**src/rtl/pl_sysref_pkg.sv**
```systemverilog
// Shared definitions for the SYSREF alignment block.
// Holds the alignment FSM state type and the default widths and thresholds
// used as parameter defaults by pl_sysref_align.
package pl_sysref_pkg;

  localparam int unsigned DEF_PERIOD_W   = 16;
  localparam int unsigned DEF_LOCK_COUNT = 4;
  localparam int unsigned DEF_TOL        = 1;

  // Wide enough for LOCK_COUNT up to 255.
  localparam int unsigned LOCK_CNT_W = 8;

  typedef enum logic [1:0] {
    StHunt   = 2'd0,
    StTrack  = 2'd1,
    StLocked = 2'd2
  } state_e;

endpackage

```
**src/rtl/cdc_sync_bit.sv**
```systemverilog
// Two-flop synchroniser for a single asynchronous bit.
// Ports:
//   clk - destination clock
//   rst - synchronous active-high reset, clears both stages
//   d   - asynchronous input bit
//   q   - synchronised output (second stage)
module cdc_sync_bit (
  input  logic clk,
  input  logic rst,
  input  logic d,
  output logic q
);

  (* ASYNC_REG = "TRUE" *) logic s1_q;
  (* ASYNC_REG = "TRUE" *) logic s2_q;

  always_ff @(posedge clk) begin
    if (rst) begin
      s1_q <= 1'b0;
      s2_q <= 1'b0;
    end else begin
      s1_q <= d;
      s2_q <= s1_q;
    end
  end

  assign q = s2_q;

endmodule

```
**src/rtl/pl_sysref_align.sv**
```systemverilog
// SYSREF period qualification and aligned sync-pulse generation.
// Synchronises the external SYSREF, measures the edge-to-edge period,
// locks after LOCK_COUNT consecutive in-tolerance periods and, once locked,
// emits a single sync pulse on the edge following an arm request.
// Ports:
//   clk         - fabric clock, all logic on rising edge
//   rst         - synchronous active-high reset
//   sysref_in   - SYSREF, asynchronous to clk
//   period_exp  - expected SYSREF period in clk cycles (0 holds the FSM in hunt)
//   arm         - one-cycle request for one aligned sync pulse
//   err_clr     - one-cycle clear of the sticky error flag
//   sync_pulse  - one-cycle pulse the cycle after a qualified edge
//   locked      - high while locked
//   armed       - high while an arm request is pending
//   err         - sticky loss-of-lock / timeout flag
//   period_meas - most recently measured period
module pl_sysref_align
  import pl_sysref_pkg::*;
#(
  parameter int unsigned PERIOD_W   = DEF_PERIOD_W,
  parameter int unsigned LOCK_COUNT = DEF_LOCK_COUNT,
  parameter int unsigned TOL        = DEF_TOL
) (
  input  logic                clk,
  input  logic                rst,
  input  logic                sysref_in,
  input  logic [PERIOD_W-1:0] period_exp,
  input  logic                arm,
  input  logic                err_clr,
  output logic                sync_pulse,
  output logic                locked,
  output logic                armed,
  output logic                err,
  output logic [PERIOD_W-1:0] period_meas
);

  localparam logic [PERIOD_W:0]   TolExt  = (PERIOD_W + 1)'(TOL);
  localparam logic [LOCK_CNT_W-1:0] LockTgt = LOCK_CNT_W'(LOCK_COUNT);

  state_e                state_q, state_d;
  logic                  s2, s3_q, sref_edge;
  logic [PERIOD_W-1:0]   cnt_q, cnt_d;
  logic [PERIOD_W-1:0]   pm_q, pm_d;
  logic [LOCK_CNT_W-1:0] lk_q, lk_d, lk_inc;
  logic                  armed_q, armed_d;
  logic                  pulse_q, pulse_d;
  logic                  err_q, err_d;
  logic                  err_event;

  logic [PERIOD_W:0]     meas_ext, exp_ext, dev, limit;
  logic [PERIOD_W-1:0]   meas_sat;
  logic                  in_tol, timeout;

  cdc_sync_bit u_sync (
    .clk (clk),
    .rst (rst),
    .d   (sysref_in),
    .q   (s2)
  );

  assign sref_edge = s2 & ~s3_q;

  // Period arithmetic is done one bit wider so cnt+1 never wraps.
  assign meas_ext = {1'b0, cnt_q} + {{PERIOD_W{1'b0}}, 1'b1};
  assign exp_ext  = {1'b0, period_exp};
  assign dev      = (meas_ext >= exp_ext) ? (meas_ext - exp_ext) : (exp_ext - meas_ext);
  assign in_tol   = (dev <= TolExt);
  assign limit    = exp_ext + TolExt;
  // Fires as soon as an edge arriving now could no longer be in tolerance.
  assign timeout  = ~sref_edge & (meas_ext > limit);
  assign meas_sat = meas_ext[PERIOD_W] ? {PERIOD_W{1'b1}} : meas_ext[PERIOD_W-1:0];
  assign lk_inc   = lk_q + {{(LOCK_CNT_W-1){1'b0}}, 1'b1};

  always_comb begin
    state_d   = state_q;
    lk_d      = lk_q;
    pm_d      = pm_q;
    armed_d   = armed_q;
    pulse_d   = 1'b0;
    err_event = 1'b0;

    if (sref_edge) begin
      cnt_d = '0;
    end else if (&cnt_q) begin
      cnt_d = cnt_q;
    end else begin
      cnt_d = cnt_q + {{(PERIOD_W-1){1'b0}}, 1'b1};
    end

    unique case (state_q)
      StHunt: begin
        // The first edge only starts the measurement; no period yet.
        if (sref_edge) begin
          state_d = StTrack;
          lk_d    = '0;
        end
      end
      StTrack: begin
        if (sref_edge) begin
          pm_d = meas_sat;
          if (in_tol) begin
            if (lk_inc >= LockTgt) begin
              state_d = StLocked;
              lk_d    = '0;
            end else begin
              lk_d = lk_inc;
            end
          end else begin
            lk_d = '0;
          end
        end
      end
      StLocked: begin
        if (sref_edge) begin
          pm_d = meas_sat;
          if (in_tol) begin
            if (armed_q) begin
              pulse_d = 1'b1;
              armed_d = 1'b0;
            end
          end else begin
            state_d   = StHunt;
            err_event = 1'b1;
          end
        end else if (timeout) begin
          state_d   = StHunt;
          err_event = 1'b1;
        end
      end
      default: begin
        state_d = StHunt;
        lk_d    = '0;
      end
    endcase

    // No expected period means nothing to qualify against.
    if (period_exp == '0) begin
      state_d   = StHunt;
      lk_d      = '0;
      err_event = 1'b0;
    end

    // Arm sampled on an edge cycle is registered after that edge's decision,
    // so it applies to the following edge.
    if (arm && (state_q == StLocked) && (state_d == StLocked)) begin
      armed_d = 1'b1;
    end

    if (state_d != StLocked) begin
      armed_d = 1'b0;
      pulse_d = 1'b0;
    end

    err_d = err_q;
    if (err_clr) begin
      err_d = 1'b0;
    end
    if (err_event) begin
      err_d = 1'b1;
    end
  end

  always_ff @(posedge clk) begin
    if (rst) begin
      state_q <= StHunt;
      s3_q    <= 1'b0;
      cnt_q   <= '0;
      pm_q    <= '0;
      lk_q    <= '0;
      armed_q <= 1'b0;
      pulse_q <= 1'b0;
      err_q   <= 1'b0;
    end else begin
      state_q <= state_d;
      s3_q    <= s2;
      cnt_q   <= cnt_d;
      pm_q    <= pm_d;
      lk_q    <= lk_d;
      armed_q <= armed_d;
      pulse_q <= pulse_d;
      err_q   <= err_d;
    end
  end

  assign sync_pulse  = pulse_q;
  assign locked      = (state_q == StLocked);
  assign armed       = armed_q;
  assign err         = err_q;
  assign period_meas = pm_q;

endmodule

```
**config.mk**
```make
export PLATFORM = sky130hd
export DESIGN_NAME = pl_sysref_align
export DESIGN_NICKNAME = d
export VERILOG_FILES = /design/src/rtl/pl_sysref_pkg.sv /design/src/rtl/cdc_sync_bit.sv /design/src/rtl/pl_sysref_align.sv
export SDC_FILE = /design/constraint.sdc
export NUM_CORES = 1
export LEC_CHECK = 0
export CAP_MARGIN = 25
export CORE_ASPECT_RATIO = 0.75
export CORE_MARGIN = 4
export CORE_UTILIZATION = 60
export CTS_BUF_LIST = sky130_fd_sc_hd__clkbuf_16
export CTS_CLUSTER_DIAMETER = 200
export DETAILED_ROUTE_END_ITERATION = 8
export PLACE_DENSITY = 0.85
export SLEW_MARGIN = 20
export SYNTH_ARGS = -nofsm -noshare
export SYNTH_HDL_FRONTEND = slang
export SYNTH_HIERARCHICAL = 1
export SYNTH_SLANG_ARGS = --single-unit
```
**constraint.sdc**
```tcl
create_clock -name clk -period 5.2 [get_ports clk]
set_input_delay 1.04 -clock clk [delete_from_list [all_inputs] [get_ports clk]]
set_output_delay 1.04 -clock clk [all_outputs]
set_load 0.01 [all_outputs]
```
==> results.md, run 1 <==
* Crit path kind: input port to flip-flop
* EDFF count, synth at 0
* Final nets at between 700 and 800
* DP Worst Slack at 58.68 ps
* Initial cell density of the core at 0.6359
* First-pass GRT wire length at between 20 and 25 mm
* Mapped Cells at 621
* Seq cells post-synth at 48
* Most frequent cells in the layout: nor2_1 (79), ha_1 (59), dfxtp_1 (48)
* Critical Path AT at 5130 ps
* Min-Delay Path Class: flip-flop to flip-flop
* Post-synthesis sequential area ratio at 0.1997
* Number of global-route vias before repair at around 4800
* Unique masters post-synth at 74
* Ys async rst share at 0
* N_diodes at 0
* Die area at 9532 um^2
* Syn_area_per_cell at 7.749 um^2
* CP Capture Type: flip-flop
* P&R area growth vs syn at 15.08%
* Final worst-path cycle share at 0.9554
* Final setup viols at 0
* Crit Path Max Fanout at 6
* Synth Flop Type: dfxtp_1
* # DRC at 0
* Gr ovfl total at 0
* Status: complete, no violations
* Final Critical Period at 4968 ps
* Most common cell after layout, fill and taps aside: nor2_1
* Final ANT Viol Nets at 0
* Yosys warns at 6
* Routed via count at 4949
* Clock Latency Late Sink at 290 ps
* Post-DR wirelength/cell at 19.28 um
* Max H-tree Level at 2
* Layout cell share with drive strength beyond 1 at 0.07958
* Leak Pwr at around 0.0022 uW
* Row count at 27
* Final worst slack at 231.8 ps
* Root Driver: clkbuf_16
* Pwr per Cell Area at 178.3 nW/um^2
* Mapped Area at between 4000 and 5000 um^2
* Vias/cell at 6.452
* F_max at 0.2013 GHz
* Syn Nets at 703
* Fin. Hold Viols at 0
* Max Slew Vio Count at 0
* Die Span Y at about 86 um
* # hold bufs at CTS at 0
* Initial DRC count at 459
* Num CTS Buffers at 5
* TritonCTS clock tree: done
* MaxCap Viol Count at 0
* Routed WL at between 10 and 15 mm
* WHS at between 400 and 500 ps
* TritonRoute pass-1 iters at 5
* Largest net degree at the start of global routing at 33
* Port bufs at 40
* Final setup TNS at 0 ps
* Worst-Margin Slew at 959.8 ps
* Placer Congestion at 1.110
* Post-Layout Cell Count at 767
* # clock sinks at 48
* Antenna violations before repair at 0
* # IOs at 41
* Worst setup SP type: input port
* Global router's overall resource usage at 0.3051
* Die X at ~110 um
* Max clock buf depth at 2
* Max rail drop VDD at between 0.2 and 0.25 mV
* Core Region at 7567 um^2
* Placed cells at around 760
* Area post-placement at 5344 um^2
* Clk_skew at 4.897 ps
* Worst Path Required at 5370 ps
* Worst slew margin at 0.3581
* Worst-path clk slew at roughly 60 ps
* Fin area at 5538 um^2
* DP HPWL at 11.39 mm
stage by stage:
stage	util	power, uW
2_1_floorplan	-	544.1
3_3_place_gp	0.7062	611.3
3_5_place_dp	0.7062	618.5
4_1_cts	0.7283	980.5
5_1_grt	0.7318	1032
6_report	0.7318	987.6
routing by layer:
metal / GRT usage / vias to the layer above / wire length, um
met4: 0.06298 / 0 / 195
li1: - / 2311 / -
met1: 0.3942 / 2318 / 6180
met3: 0.08815 / 30 / 1594
met5: 0 / - / 0
met2: 0.5129 / 290 / 6817
cell families after synthesis:
logic type	after synthesis	synth area share
buffers and inverters	63	0.05798
and+or+nand+nor	249	0.2738
AOI/OAI and AO/OA	155	0.2234
muxes	6	0.01248
DFF	48	0.1997
xor gates and xnor gates	39	0.07098
adders and majority gates	61	0.1617
timing repair:
item | CTS | global route
setup buffers | 0 | 0
endpoints found under the setup margin | 0 | 2
gates resized for setup | 0 | 2
flip-flops by register name, summed over array words and instances (netlist names):
name	flops
s3_q	1
sync_pulse	1
state_q	2
lk_q	8
armed	1
period_meas	16
err	1
u_sync/s1_q	1
u_sync/q	1
cnt_q	16
where the power goes:
group	leakage, uW	internal (uW)	switching [uW]	total [uW]
registers	0.000388	373	5.65	378
logic	0.00177	93.9	149	243
clock network	0.0000814	226	140	366
total	0.00224	692	295	988
worst paths after layout:
kind / start / end / slack [ps] / cells past startpoint
hold reg to reg: u_sync/s1_q / u_sync/q / 470 / 1
hold / removal: u_sync/s1_q / u_sync/q / 470 / 1
setup / recovery: period_exp[2] / state_q[0] / 230 / 20
setup reg to reg: cnt_q[0] / armed / 540 / 15
synthesized netlist by cell type, drive strengths merged, types with 11 or more instances:
cell | number | area share
nor2 | 81 | 0.065
ha | 59 | 0.15
a21oi | 49 | 0.055
dfxtp | 48 | 0.20
nand2 | 44 | 0.036
inv | 43 | 0.034
xnor2 | 29 | 0.053
nand3 | 28 | 0.033
o21ai | 27 | 0.030
a211oi | 19 | 0.030
and2 | 17 | 0.022
nor3 | 15 | 0.022
nand4 | 14 | 0.020
nand2b | 11 | 0.015
layout make-up:
| type | instances | area (um^2) |
|---|---|---|
| flip-flops and latches | 48 | 960.9 |
| inverters | 43 | 163.9 |
| well taps | 101 | 126.4 |
| fillers | 554 | 2029 |
| repair buffers | 57 | 535.5 |
| clock buffers | 5 | 125.1 |
| multi-input cells | 510 | 3583 |
| clock inverters | 3 | 42.54 |
critical path: stages:
cell and delay, ps:
clkdlybuf4s50_1 590, inv_1 140, nor3_2 190, and3_1 250, nand3_1 130, nor2_1 160
and2_1 240, nand2_1 110, xnor2_1 150, ha_1 300, nand4_1 170, or3_1 430
a31oi_1 220, o31ai_1 140, nand3_1 180, nand2b_1 110, nand2b_1 170, a22o_1 180
a22oi_1 130, o211ai_1 100
Note: power is estimated with default switching activity, not from simulation.
==> run 2: changes to the inputs <==
- CORE_UTILIZATION: 60 -> 64
- PLACE_DENSITY: 0.85 -> 0.9
- clock period: 5.2 -> 6.2 ns (I/O delays scaled with it)
==> run 2 against run 1 <==
Compared with the run above:
- critical path depth did not move
- highest routed layer unchanged
- register-to-register slack improved by 880 ps
- routed wire length fell by 5.1%
- critical endpoint unchanged
- largest power group is now the clock network
- non-clock buffer count fell by 16
- clock skew rose by 5.1 ps
- final cell count fell by 2.1%
- setup slack improved by 990 ps
- first-iteration DRC count fell by 1.3%
- sequential share of layout area rose by 0.27 points
- sequential power fell by 16%
- hold slack got worse by 10 ps
- power fell by 8.0%
==> results.md, run 2 (synthesis results as in run 1) <==
* Final ANT Viol Nets at 0 (unchanged)
* CP delay by family, top: simple AND/OR/NAND/NOR gates (unchanged)
* Hold worst-path end: u_sync/q (unchanged)
* Number of global-route vias before repair at 4573 (was 4846)
* MaxCap Viol Count at 0 (unchanged)
* N_diodes at 0 (unchanged)
* TritonRoute pass-1 iters at 6 (was 5)
* # clock sinks at 48 (unchanged)
* Min-Delay Path Class: flip-flop to flip-flop (unchanged)
* Largest net degree at the start of global routing at 33 (unchanged)
* Max rail drop VDD at 0.1801 mV (was 0.2307 mV)
* Crit path kind: input port to flip-flop (unchanged)
* Placer Congestion at 1.096 (was 1.110)
* Post-CTS sizing at 0 (unchanged)
* Port bufs at 40 (unchanged)
* Clk_skew at 9.991 ps (was 4.897 ps)
* Routed WL at 14.03 mm (was 14.79 mm)
* R2R Path End: state_q[0] (was armed)
* Row count at 27 (unchanged)
* Worst-Margin Slew at 888.6 ps (was 959.8 ps)
* P&R area growth vs syn at 13.34% (was 15.08%)
* Antenna violations before repair at 0 (unchanged)
* # Post-CTS Setup Buffers at 0 (unchanged)
* Die Span Y at 83.10 um (was 85.56 um)
* Worst Min Path Start: u_sync/s1_q (unchanged)
* Global router's overall resource usage at 0.3136 (was 0.3051)
* Worst R2R Path Depth at 16 (was 15)
* Fin area at 5454 um^2 (was 5538 um^2)
* Final nets at 731 (was 747)
* Routed via count at 4808 (was 4949)
* Fin. Hold Viols at 0 (unchanged)
* Final Critical Period at 4982 ps
* Worst path slowest cell: clkdlybuf4s50_1 (unchanged)
* R2R Setup Slk at 1420 ps (was 540 ps)
* Final worst-path cycle share at 0.8036
* Most frequent CP cell: nand3_1
* Root Driver: clkbuf_16 (unchanged)
* CP Capture Type: flip-flop (unchanged)
* Core Region at 7331 um^2 (was 7567 um^2)
* Final setup viols at 0 (unchanged)
* Initial cell density of the core at 0.6564 (was 0.6359)
* Critical path buffers and inverters at 2 (unchanged)
* DP HPWL at 10.86 mm (was 11.39 mm)
* Worst R2R Start: cnt_q[0] (unchanged)
* Placed cells at 742 (was 758)
* Worst setup SP type: input port (unchanged)
* Worst Path Required at 6370 ps (was 5370 ps)
* # DRC at 0 (unchanged)
* Final setup TNS at 0 ps (unchanged)
* Post-Layout Cell Count at 751 (was 767)
* Pwr per Cell Area at 166.6 nW/um^2 (was 178.3 nW/um^2)
* Crit Path Max Fanout at 6 (unchanged)
* Critical Path AT at 5150 ps (was 5130 ps)
* Initial DRC count at 453 (was 459)
* RSZ-0062 raised after global routing: no
* Area post-placement at 5224 um^2 (was 5344 um^2)
* Max clock buf depth at 2 (unchanged)
* Most common cell after layout, fill and taps aside: nor2_1 (unchanged)
* Worst slew margin at 0.4057 (was 0.3581)
* Crit-path cells: clkdlybuf4s50_1 -> inv_1 -> nor3_1 -> and3_1 -> nand3_1 -> nor2_1 -> nand3_1 -> nor4_1 -> xnor2_1 -> ha_1 -> nand4_1 -> or3_1 -> a31oi_1 -> o31ai_1 -> nand3_1 -> nand2b_1 -> nand2b_1 -> a22o_1 -> a22oi_1 -> o211ai_1 (was clkdlybuf4s50_1 -> inv_1 -> nor3_2 -> and3_1 -> nand3_1 -> nor2_1 -> and2_1 -> nand2_1 -> xnor2_1 -> ha_1 -> nand4_1 -> or3_1 -> a31oi_1 -> o31ai_1 -> nand3_1 -> nand2b_1 -> nand2b_1 -> a22o_1 -> a22oi_1 -> o211ai_1)
* First-pass GRT wire length at 22.63 mm (was 23.99 mm)
* Num CTS Buffers at 5 (unchanged)
* Layout cell share with drive strength beyond 1 at 0.05538 (was 0.07958)
* Vias/cell at 6.402 (was 6.452)
* Worst-path clk slew at 60 ps (about the same)
* Leak Pwr at 0.002176 uW (was 0.002238 uW)
* Die X at 108.1 um (was 111.4 um)
* Max H-tree Level at 2 (unchanged)
* Clock Latency Late Sink at 300 ps (was 290 ps)
* Crit-path max cell delay at 590 ps (about the same)
* # IOs at 41 (unchanged)
* Post-DR wirelength/cell at 18.68 um (was 19.28 um)
* Die area at 8985 um^2 (was 9532 um^2)
* Max Slew Vio Count at 0 (unchanged)
* # hold bufs at CTS at 0 (unchanged)
* Status: complete, no violations (unchanged)
* F_max at roughly 0.20 GHz
* Most frequent cells in the layout: nor2_1 (79), ha_1 (59), dfxtp_1 (48) (unchanged)
* CP startpoint: period_exp[2] (unchanged)
* WHS at 454.6 ps (was 465.1 ps)
* Hold Path Cell Cnt at 1 (unchanged)
* Gr ovfl total at 0 (unchanged)
* TritonCTS clock tree: done (unchanged)
run 2: how the worst max path moves through the flow:
stage | to | slack (ps) | cells after the start
2_1_floorplan | state_q[0] | 2020 | 19
3_3_place_gp | state_q[0] | 980 | 20
3_5_place_dp | state_q[0] | 990 | 20
4_1_cts | state_q[0] | 1280 | 20
5_1_grt | state_q[0] | 850 | 20
6_report | state_q[0] | 1220 | 20
run 2: where the power goes:
part,internal (uW),switching (uW),leakage [uW],total (uW)
Sequential,312,4.83,0.000388,317
Clock,272,122,0.000104,393
Combinational,75.5,122,0.00168,198
run 2: per-stage QoR:
stage | util | setup WS [ps] | power, uW
2_1_floorplan | - | 2015 | 456.4
3_3_place_gp | 0.7126 | 980.5 | 510.9
3_5_place_dp | 0.7126 | 989.9 | 513.8
4_1_cts | 0.7419 | 1283 | 904.9
5_1_grt | 0.7440 | 853.7 | 942.6
6_report | 0.7440 | 1218 | 908.5
run 2: final cells by class:
class,count,area [um^2]
timing repair buffer,41,415.4
clock inverter,3,90.09
inverter,43,163.9
multi-input combinational,510,3572
clock buffer,5,125.1
tap,101,126.4
sequential,48,960.9
fill,550,1877
run 2: per-layer routing:
layer / GRT usage / share of wire / vias up
li1: - / - / 2268
met1: 0.4246 / 0.43 / 2238
met2: 0.4881 / 0.44 / 259
met3: 0.1018 / 0.10 / 43
met4: 0.06766 / 0.021 / 0
met5: 0 / 0 / -
==> run 3: changes to the inputs <==
- CORE_UTILIZATION: 64 -> 60
- PLACE_DENSITY: 0.9 -> 0.85
- clock period: 6.2 -> 4.98 ns (I/O delays scaled with it)
==> run 3 against run 2 <==
Compared with the run above:
- sequential cell count stayed put
- setup slack got worse by 930 ps
- sequential power grew 25%
- power rose by 14%
- clock power down 2%
- design area rose by 3.9%
- largest power group is now sequential cells
- clock skew decreased by 4.9 ps
==> results.md, run 3 (synthesis results as in run 1) <==
* Status: complete, no violations (unchanged)
* First-pass GRT wire length at 24.25 mm (was 22.63 mm)
* Pwr per Cell Area at 183.3 nW/um^2 (was 166.6 nW/um^2)
* Clk_skew at 5.058 ps (was 9.991 ps)
* CP Capture Type: flip-flop (unchanged)
* Min-Delay Path Class: flip-flop to flip-flop (unchanged)
* N_diodes at 0 (unchanged)
* Crit-path cells: clkdlybuf4s50_1 -> inv_1 -> nor3_2 -> and3_1 -> nand3_1 -> nor2_1 -> nand3_2 -> nor4_4 -> xnor2_1 -> ha_1 -> nand4_1 -> or3_1 -> a31oi_1 -> o31ai_1 -> nand3_1 -> nand2b_1 -> nand2b_1 -> a22o_1 -> a22oi_1 -> o211ai_1 (was clkdlybuf4s50_1 -> inv_1 -> nor3_1 -> and3_1 -> nand3_1 -> nor2_1 -> nand3_1 -> nor4_1 -> xnor2_1 -> ha_1 -> nand4_1 -> or3_1 -> a31oi_1 -> o31ai_1 -> nand3_1 -> nand2b_1 -> nand2b_1 -> a22o_1 -> a22oi_1 -> o211ai_1)
* Placed cells at 774 (was 742)
* TritonRoute pass-1 iters at 7 (was 6)
* Initial DRC count at 415 (was 453)
* Final nets at 763 (was 731)
* Gr ovfl total at 0 (unchanged)
* Crit path kind: input port to flip-flop (unchanged)
* Initial cell density of the core at 0.6359 (was 0.6564)
* # clock sinks at 48 (unchanged)
* Clock Latency Late Sink at 290 ps (was 300 ps)
* Die X at 111.4 um (was 108.1 um)
* Port bufs at 40 (unchanged)
* Most common cell after layout, fill and taps aside: nor2_1 (unchanged)
* Crit Path Max Fanout at 4 (was 6)
* Die Span Y at 85.56 um (was 83.10 um)
* Most frequent cells in the layout: nor2_1 (79), ha_1 (59), dfxtp_1 (48) (unchanged)
* R2R Setup Slk at 390 ps (was 1420 ps)
* Layout cell share with drive strength beyond 1 at 0.1056 (was 0.05538)
* Final ANT Viol Nets at 0 (unchanged)
* Final worst-path cycle share at 0.9417
* Worst path slowest cell: clkdlybuf4s50_1 (unchanged)
* Row count at 27 (unchanged)
* Final setup viols at 0 (unchanged)
* Max clock buf depth at 2 (unchanged)
* Post-DR wirelength/cell at 18.47 um (was 18.68 um)
* DP HPWL at 11.56 mm (was 10.86 mm)
* Number of global-route vias before repair at 4872 (was 4573)
* Worst-Margin Slew at 941.6 ps (was 888.6 ps)
* Post-Layout Cell Count at 783 (was 751)
* # DRC at 0 (unchanged)
* Routed WL at 14.47 mm (was 14.03 mm)
* MaxCap Viol Count at 0 (unchanged)
* Num CTS Buffers at 5 (unchanged)
* Fillcell total at 556 (was 550)
* Final setup TNS at 0 ps (unchanged)
* Worst Path Required at 5150 ps (was 6370 ps)
* Placer Congestion at 1.004 (was 1.096)
* Antenna violations before repair at 0 (unchanged)
* CP delay by family, top: simple AND/OR/NAND/NOR gates (unchanged)
* Overall Power at 1039 uW (was 908.5 uW)
* Largest net degree at the start of global routing at 33 (unchanged)
* Max H-tree Level at 2 (unchanged)
* Worst setup SP type: input port (unchanged)
* Global router's overall resource usage at 0.3102 (was 0.3136)
* Critical Path AT at 4860 ps (was 5150 ps)
* Max rail drop VDD at 0.2221 mV (was 0.1801 mV)
* Critical path buffers and inverters at 2 (unchanged)
* Worst-path clk slew at 60 ps (about the same)
* F_max at 0.2132 GHz
* Die area at 9532 um^2 (was 8985 um^2)
* Area post-placement at 5464 um^2 (was 5224 um^2)
* # IOs at 41 (unchanged)
* Max Slew Vio Count at 0 (unchanged)
* P&R area growth vs syn at 17.81% (was 13.34%)
* Vias/cell at 6.264 (was 6.402)
* Core Region at 7567 um^2 (was 7331 um^2)
* Final Critical Period at 4689 ps
* Leak Pwr at 0.002325 uW (was 0.002176 uW)
* Worst slew margin at 0.3703 (was 0.4057)
* WHS at 484.3 ps (was 454.6 ps)
* Root Driver: clkbuf_16 (unchanged)
* Crit-path max cell delay at 510 ps (was 590 ps)
* TritonCTS clock tree: done (unchanged)
* Fin. Hold Viols at 0 (unchanged)
* Fin area at 5669 um^2 (was 5454 um^2)
* Routed via count at 4905 (was 4808)
-- run 3: cell types whose count changed in the layout (fill, tap and decap cells not counted), moves of 2 or more --
cell / before / now
and2_1: 17 / 15
and2_2: 0 / 2
bufinv_16: 3 / 1
buf_4: 0 / 33
-- run 3: where the power goes --
part / leakage, uW / switching (uW) / internal [uW] / total [uW]
registers: 0.000388 / 6.00 / 389 / 395
logic: 0.00186 / 157 / 103 / 259
clock network: 0.0000814 / 149 / 236 / 385
-- run 3: cell type report --
type,instances,area (um^2),share of cell area
Timing Repair Buffer,73,650.6,0.1148
Clock inverter,3,42.54,0.007504
Clock buffer,5,125.1,0.02207
Sequential cell,48,960.9,0.1695
Inverter,43,163.9,0.02891
Multi-Input combinational cell,510,3600,0.6350
Tap cell,101,126.4,0.02229
-- run 3: stage by stage --
step / setup WS [ps] / util
4_1_cts: 271.5 / 0.7442
3_3_place_gp: 124.0 / 0.7221
6_report: 290.5 / 0.7492
3_5_place_dp: 1.797 / 0.7221
2_1_floorplan: 1039 / -
5_1_grt: -21.93 / 0.7492
-- run 3: path summary, 6_finish.rpt --
kind / start / to / cells after the start
worst max-delay path: period_exp[4] / state_q[0] / 20
worst min-delay path: lk_q[4] / lk_q[4] / 1
worst max register to register: cnt_q[0] / armed / 17
worst min register to register: lk_q[4] / lk_q[4] / 1
-- run 3: what timing repair did --
action / 4_1_cts / 5_1_grt
endpoints found under the setup margin: 0 / 3
setup buffers: 0 / 1
gates resized for setup: 0 / 6
hold buffers: 0 / 0
-- run 3: layer usage --
metal,wire (um),track usage
met1,6405,0.4082
met3,1280,0.09450
met4,297,0.07072
met2,6481,0.5052
met5,0,0
